File: src/rtl/instr_fetch_unit.sv
// instr_fetch_unit: PC, IF/ID register and RUN/FAULT control; FETCH_PERF_CNT_EN adds perf counters
module instr_fetch_unit #(
  parameter int NUM_INSTR = 32,
  parameter int ADDR_W = $clog2(NUM_INSTR) * 4,
  parameter logic [ADDR_W-1:0] RESET_PC = '0
) (
  input  logic              clk,
  input  logic              rst,
  output logic [ADDR_W-1:0] imem_addr,
  input  logic [31:0]       imem_instr,
  input  logic              redirect_valid,
  input  logic [ADDR_W-1:0] redirect_pc,
  output logic              out_valid,
  input  logic              out_ready,
  output logic [31:0]       out_instr,
  output logic [ADDR_W-1:0] out_pc,
  output logic              fetch_fault,
  output logic [ADDR_W-1:0] fault_pc,
  output logic [31:0]       fetch_count,
  output logic [31:0]       stall_count
);
  typedef enum logic {RUN, FAULT} state_t;
  localparam logic [ADDR_W-1:0] MEM_BYTES = ADDR_W'(NUM_INSTR * 4);
  state_t state, state_nx;
  logic [ADDR_W-1:0] pc, pc_nx, out_pc_nx, fault_pc_nx;
  logic [31:0] out_instr_nx;
  logic out_valid_nx, advance, bad_target;
  assign imem_addr = pc;
  assign fetch_fault = (state == FAULT);
  assign advance = !out_valid || out_ready;
  assign bad_target = (redirect_pc[1:0] != 2'b00) || (redirect_pc >= MEM_BYTES);
  always_ff @(posedge clk) begin
    if (rst) begin
      state <= RUN;
      pc <= RESET_PC;
      out_valid <= 1'b0;
      out_instr <= '0;
      out_pc <= '0;
      fault_pc <= '0;
    end else begin
      state <= state_nx;
      pc <= pc_nx;
      out_valid <= out_valid_nx;
      out_instr <= out_instr_nx;
      out_pc <= out_pc_nx;
      fault_pc <= fault_pc_nx;
    end
  end
  always_comb begin
    state_nx = state;
    pc_nx = pc;
    out_valid_nx = out_valid;
    out_instr_nx = out_instr;
    out_pc_nx = out_pc;
    fault_pc_nx = fault_pc;
    if (state == RUN) begin
      if (redirect_valid) begin
        out_valid_nx = 1'b0;
        state_nx = bad_target ? FAULT : RUN;
        fault_pc_nx = bad_target ? redirect_pc : fault_pc;
        pc_nx = bad_target ? pc : redirect_pc;
      end else if (advance && pc >= MEM_BYTES) begin
        state_nx = FAULT;
        fault_pc_nx = pc;
        out_valid_nx = 1'b0;
      end else if (advance) begin
        out_instr_nx = imem_instr;
        out_pc_nx = pc;
        out_valid_nx = 1'b1;
        pc_nx = pc + ADDR_W'(4);
      end
    end else begin
      out_valid_nx = 1'b0;
      if (redirect_valid) begin
        state_nx = bad_target ? FAULT : RUN;
        fault_pc_nx = bad_target ? redirect_pc : fault_pc;
        pc_nx = bad_target ? pc : redirect_pc;
      end
    end
  end
`ifdef FETCH_PERF_CNT_EN
  always_ff @(posedge clk) begin
    if (rst) begin
      fetch_count <= '0;
      stall_count <= '0;
    end else if (state == RUN) begin
      if (out_valid && out_ready) fetch_count <= fetch_count + 32'd1;
      if (out_valid && !out_ready) stall_count <= stall_count + 32'd1;
    end
  end
`else
  assign fetch_count = '0;
  assign stall_count = '0;
`endif
endmodule

File: config.mk
export PLATFORM = sky130hd
export DESIGN_NAME = instr_fetch_unit
export DESIGN_NICKNAME = d
export VERILOG_FILES = /design/src/rtl/instr_fetch_unit.sv
export SDC_FILE = /design/constraint.sdc
export NUM_CORES = 1
export LEC_CHECK = 0
export ABC_AREA = 1
export CAP_MARGIN = 20
export CORE_ASPECT_RATIO = 1.1
export CORE_MARGIN = 3
export CORE_UTILIZATION = 25
export CTS_BUF_LIST = sky130_fd_sc_hd__clkbuf_2
export DETAILED_ROUTE_END_ITERATION = 7
export DONT_BUFFER_PORTS = 1
export GPL_ROUTABILITY_DRIVEN = 0
export PLACE_DENSITY = 0.46
export SYNTH_ARGS = -nofsm -noshare
export SYNTH_HDL_FRONTEND = slang
export SYNTH_SLANG_ARGS = --single-unit
File: constraint.sdc
create_clock -name clk -period 2.9 [get_ports clk]
set_input_delay 0.435 -clock clk [delete_from_list [all_inputs] [get_ports clk]]
set_output_delay 0.435 -clock clk [all_outputs]
set_load 0.02 [all_outputs]
# Yosys cells after proc, flatten, opt, wreduce, memory -nomap -nowiden
# Index checks and enable logic that the tools add are counted.
[classes]
addsub = 1
order_cmp = 2
n_eq_ne = 2
n_mux = 16
bitwise_logic = 3
reduce_logical = 11
[ops]
columns = ["cell", "n"]
rows = [
  ["$mux 20", 11],
  ["$ge 20x8->1 const B", 2],
  ["$add 20x3->20 const B", 1],
  ["$reduce_bool 2->1", 3],
  ["$mux 1", 5],
  ["$ne 2x2->1 const B", 2],
  ["$reduce_and 4->1", 1],
  ["$reduce_or 4->1", 1],
  ["$not 1->1", 3],
  ["$reduce_and 3->1", 1],
  ["$logic_or 1x1->1", 2],
  ["$reduce_and 2->1", 1],
  ["$logic_and 1x1->1", 1],
  ["$logic_not 1->1", 1],
]
[word_totals]
ff_bits = 94
output_inout_bits = 158
elab_cells = 41

# Logic depth before layout (Yosys ltp)
[depth]
depth_word = 6
ltp_mapped = 11
mapped_depth_nobuf = 9

# Least setup slack after synthesis
# No wires, ideal clock.
[synth_timing]
path_kind = "input to register"
startpoint = "input redirect_valid"
endpoint = "register fault_pc[0]"
setup_time_ps = 116
arrival_time_ps = 1347
required_time_ps = 2784
setup_slack_ps = 1437
path_stages = 8
path_buffers = 2
cell_sequence = "buf_4 -> nor2_4 -> inv_2 -> buf_2 -> a22oi_1 -> nand2_1 -> nor2_1 -> nor2_1"
[synth_between]
elab_chain_len = 2
[synth_rtl]
columns = ["element", "line", "source"]
rows = [
  ["from (decl)", "11", "input logic redirect_valid,"],
  ["$ne 2x2->1 (no line) (tied with other cells)", "-", ""],
  ["$reduce_and 2->1 (no line) / $mux 20 (equally long branches)", "-", ""],
  ["to (signal assigned)", "46", "fault_pc <= fault_pc_nx;"],
  ["to (decl)", "18", "output logic [ADDR_W-1:0] fault_pc,"],
]
# Several ways; a longest one is shown, not always the timed one.
# A chain may end at the register's enable or synchronous reset.

# Final worst setup path
[layout_timing]
startpoint = "register pc[10], in the netlist imem_addr[10]"
endpoint = "register out_pc[4]"
[layout_between]
elab_chain_len = 4
[layout_rtl]
columns = ["element", "line", "source"]
rows = [
  ["from (decl)", "25", "logic [ADDR_W-1:0] pc, pc_nx, out_pc_nx, fault_pc_nx;"],
  ["from (signal assigned)", "42", "pc <= pc_nx;"],
  ["$ge 20x8->1", "62", "end else if (advance && pc >= MEM_BYTES) begin"],
  ["$logic_and 1x1->1", "62", ""],
  ["$not 1->1 (no line)", "-", ""],
  ["$reduce_and 4->1 (no line)", "-", ""],
  ["to (signal assigned)", "45", "out_pc <= out_pc_nx;"],
  ["to (decl)", "16", "output logic [ADDR_W-1:0] out_pc,"],
]
# Every way passes these cells.

==> results.sh <==
export IMPL_status="complete, no violations"
export IMPL_grt_setup_unrepaired="no"
export IMPL_cts_root_buf="clkbuf_2"
export IMPL_cts_sinks=94
export IMPL_power_density_nw_per_um2=547
export IMPL_gr_total_overflow=0
export IMPL_vias_per_cell=4.23
export IMPL_maxCapViolations=0
export IMPL_post_place_cells=798
export IMPL_hold_class="in2reg"
export IMPL_cts_resized=0
export IMPL_post_route_min_period_ns=2.36
export IMPL_grt_antenna_before_repair=0
export IMPL_synth_flop_cell="dfxtp_1"
export IMPL_yosys_area_top_type="dfxtp_1"
export IMPL_drive_gt1_frac=0.0537
export IMPL_cp_arrival_ns=2.84
export IMPL_whs_ns=0.0763
export IMPL_seq_area_um2=1880
export IMPL_drt_first_pass_iters=4
export IMPL_ys_ff_latch=94
export IMPL_postRouteAntennaNets=0
export IMPL_ys_types=30
export IMPL_cts_tree="built"
export IMPL_total_power_mw=2.59
export IMPL_dp_hpwl_um=9080
export IMPL_dieArea_um2=19100
export IMPL_start_util=0.256
export IMPL_diodes=0
export IMPL_port_buffers=0
export IMPL_mostFrequentLayoutCells="nor2_1 (142), nand2_1 (104), dfxtp_1 (94), conb_1 (64), o21ai_0 (53)"
export IMPL_crit_path_end_kind="flip-flop"
export IMPL_worst_pin_slew_ns=0.824
export IMPL_leakage_nw=2.11
export IMPL_grt_usage=0.127
export IMPL_ir_worst_vdd_mv=0.274
export IMPL_die_h_um=145
export IMPL_ys_async_sr_fraction=0
export IMPL_hold_viol=0
export IMPL_die_w_um=132
export IMPL_clk_pin_slew_ns=0.26
export IMPL_final_common_cell="nor2_1"
export IMPL_slew_headroom=0.450
export IMPL_fin_tns_setup_ns=0
export IMPL_drc_errors=0
export IMPL_max_freq_mhz=425
export IMPL_start_kind="flip-flop"
export IMPL_clockBufferDepth=2
export IMPL_grt_max_degree=47
export IMPL_min_period_over_period=0.812
export IMPL_fillers=1859
export IMPL_netlist_area_leader_share=0.431
export IMPL_first_iter_violations=141
export IMPL_avgSynthCellArea_um2=7.41
export IMPL_nNetsFinal=669
export IMPL_routedWlPerCell_um=15.0
export IMPL_synth_edff_count=0
export IMPL_num_rows=50
export IMPL_grt_pass1_vias=3549
export IMPL_yosys_warnings=0
export IMPL_cts_max_level=3
export IMPL_crit_type="reg2reg"
export IMPL_crit_path_max_fanout=46
export IMPL_setup_violations=0
export IMPL_ys_seq_area_frac=0.431
export IMPL_synth_cells=590
export IMPL_fin_skew_ns=0.0330
export IMPL_routed_wirelength_um=12700
export IMPL_instances_no_fill=849
export IMPL_cts_made_buffers=9
export IMPL_cp_required_ns=3.38
export IMPL_io_pins=214
export IMPL_clk_latency_ns=0.57
export IMPL_multiInputGateArea_um2=1950
export IMPL_synth_cell_area_um2=4370
export IMPL_syn_to_final_growth_pct=8.25
export IMPL_drv_slew=0
export IMPL_grt_pass1_wl_um=19000
export IMPL_yosys_top_cells_area="dfxtp_1 (43%), nor2_1 (12%), buf_4 (12%), nand2_1 (8.9%), o21ai_0 (6.1%)"
export IMPL_core_area_um2=17100
export IMPL_num_vias=3592
cell families (layout without fill, tap and decap cells):
group | Yosys count | after routing | share of synthesized area
and+or+nand+nor | 276 | 277 | 0.265
AOI/OAI and AO/OA | 96 | 96 | 0.119
DFF | 94 | 94 | 0.431
other | 1 | 64 | 0.000858
buffers and inverters | 121 | 82 | 0.179
adders and majority gates | 2 | 2 | 0.00573
report_power, final:
| part | internal (mW) | switching, mW | total (mW) |
|---|---|---|---|
| sequential | 1.38 | 0.175 | 1.55 |
| clock | 0.194 | 0.450 | 0.644 |
| combinational | 0.118 | 0.271 | 0.389 |
cell usage after synthesis (2+ instances only):
cell type	count
ha_1	2
buf_6	8
o21ai_0	53
buf_4	69
inv_2	2
nand3_1	9
o21bai_1	4
nor2_4	6
o21ai_1	4
a21oi_1	26
nand3b_1	4
a211oi_1	6
nand4_1	4
buf_2	5
dfxtp_1	94
clkbuf_1	8
nand2_1	104
nor2_1	142
a22oi_1	2
inv_1	26
nand2_4	3
metrics by stage:
step,setup WS (ns),area (µm²),util
after floorplan,1.44,4610,-
after global placement,0.305,4250,0.249
after detailed placement,0.230,4250,0.249
after CTS,0.191,4700,0.275
after global routing,0.249,4730,0.277
final,0.545,4730,0.277
final cells by class:
cell class,instances,share of cell area
clock buffers,9,0.00952
inverters,30,0.0241
clock inverters,6,0.0135
multi-input cells,439,0.412
flip-flops and latches,94,0.398
repair buffers,37,0.0810
well taps,234,0.0619
path summary, 6_finish.rpt:
check                       to  slack [ns]  cells past startpoint           start
setup reg to reg     out_pc[4]        0.54                      8   imem_addr[10]
hold reg to reg      out_pc[8]        0.56                      2       out_pc[8]
hold / removal    imem_addr[2]        0.08                      2  redirect_pc[2]
setup / recovery     out_pc[4]        0.54                      8   imem_addr[10]
flip-flops by register name, summed over array words and instances (netlist names):
name,flops
imem_addr,20
out_valid,1
fetch_fault,1
out_instr,32
fault_pc,20
out_pc,20
metal layers:
metal	track usage	vias up	share of wire
li1	-	1772	-
met4	0.0536	0	0.022
met3	0.0598	15	0.12
met2	0.214	180	0.46
met5	0	-	0
met1	0.139	1625	0.39
critical path, cell delays in order (launching register included):
cell,delay (ns)
dfxtp_1,0.45
nor2_1,0.14
nand2_1,0.11
nor2_4,0.14
nand3_4,0.16
nor2_4,0.46
inv_2,0.45
o21ai_0,0.28
nor2_1,0.05
what timing repair did:
item                                    CTS  global route
hold buffers                             34             0
endpoints found under the setup margin    0             8
setup buffers                             0             0
hold endpoints to repair                 61             0
No activity file was read; power rests on OpenSTA's default activity.
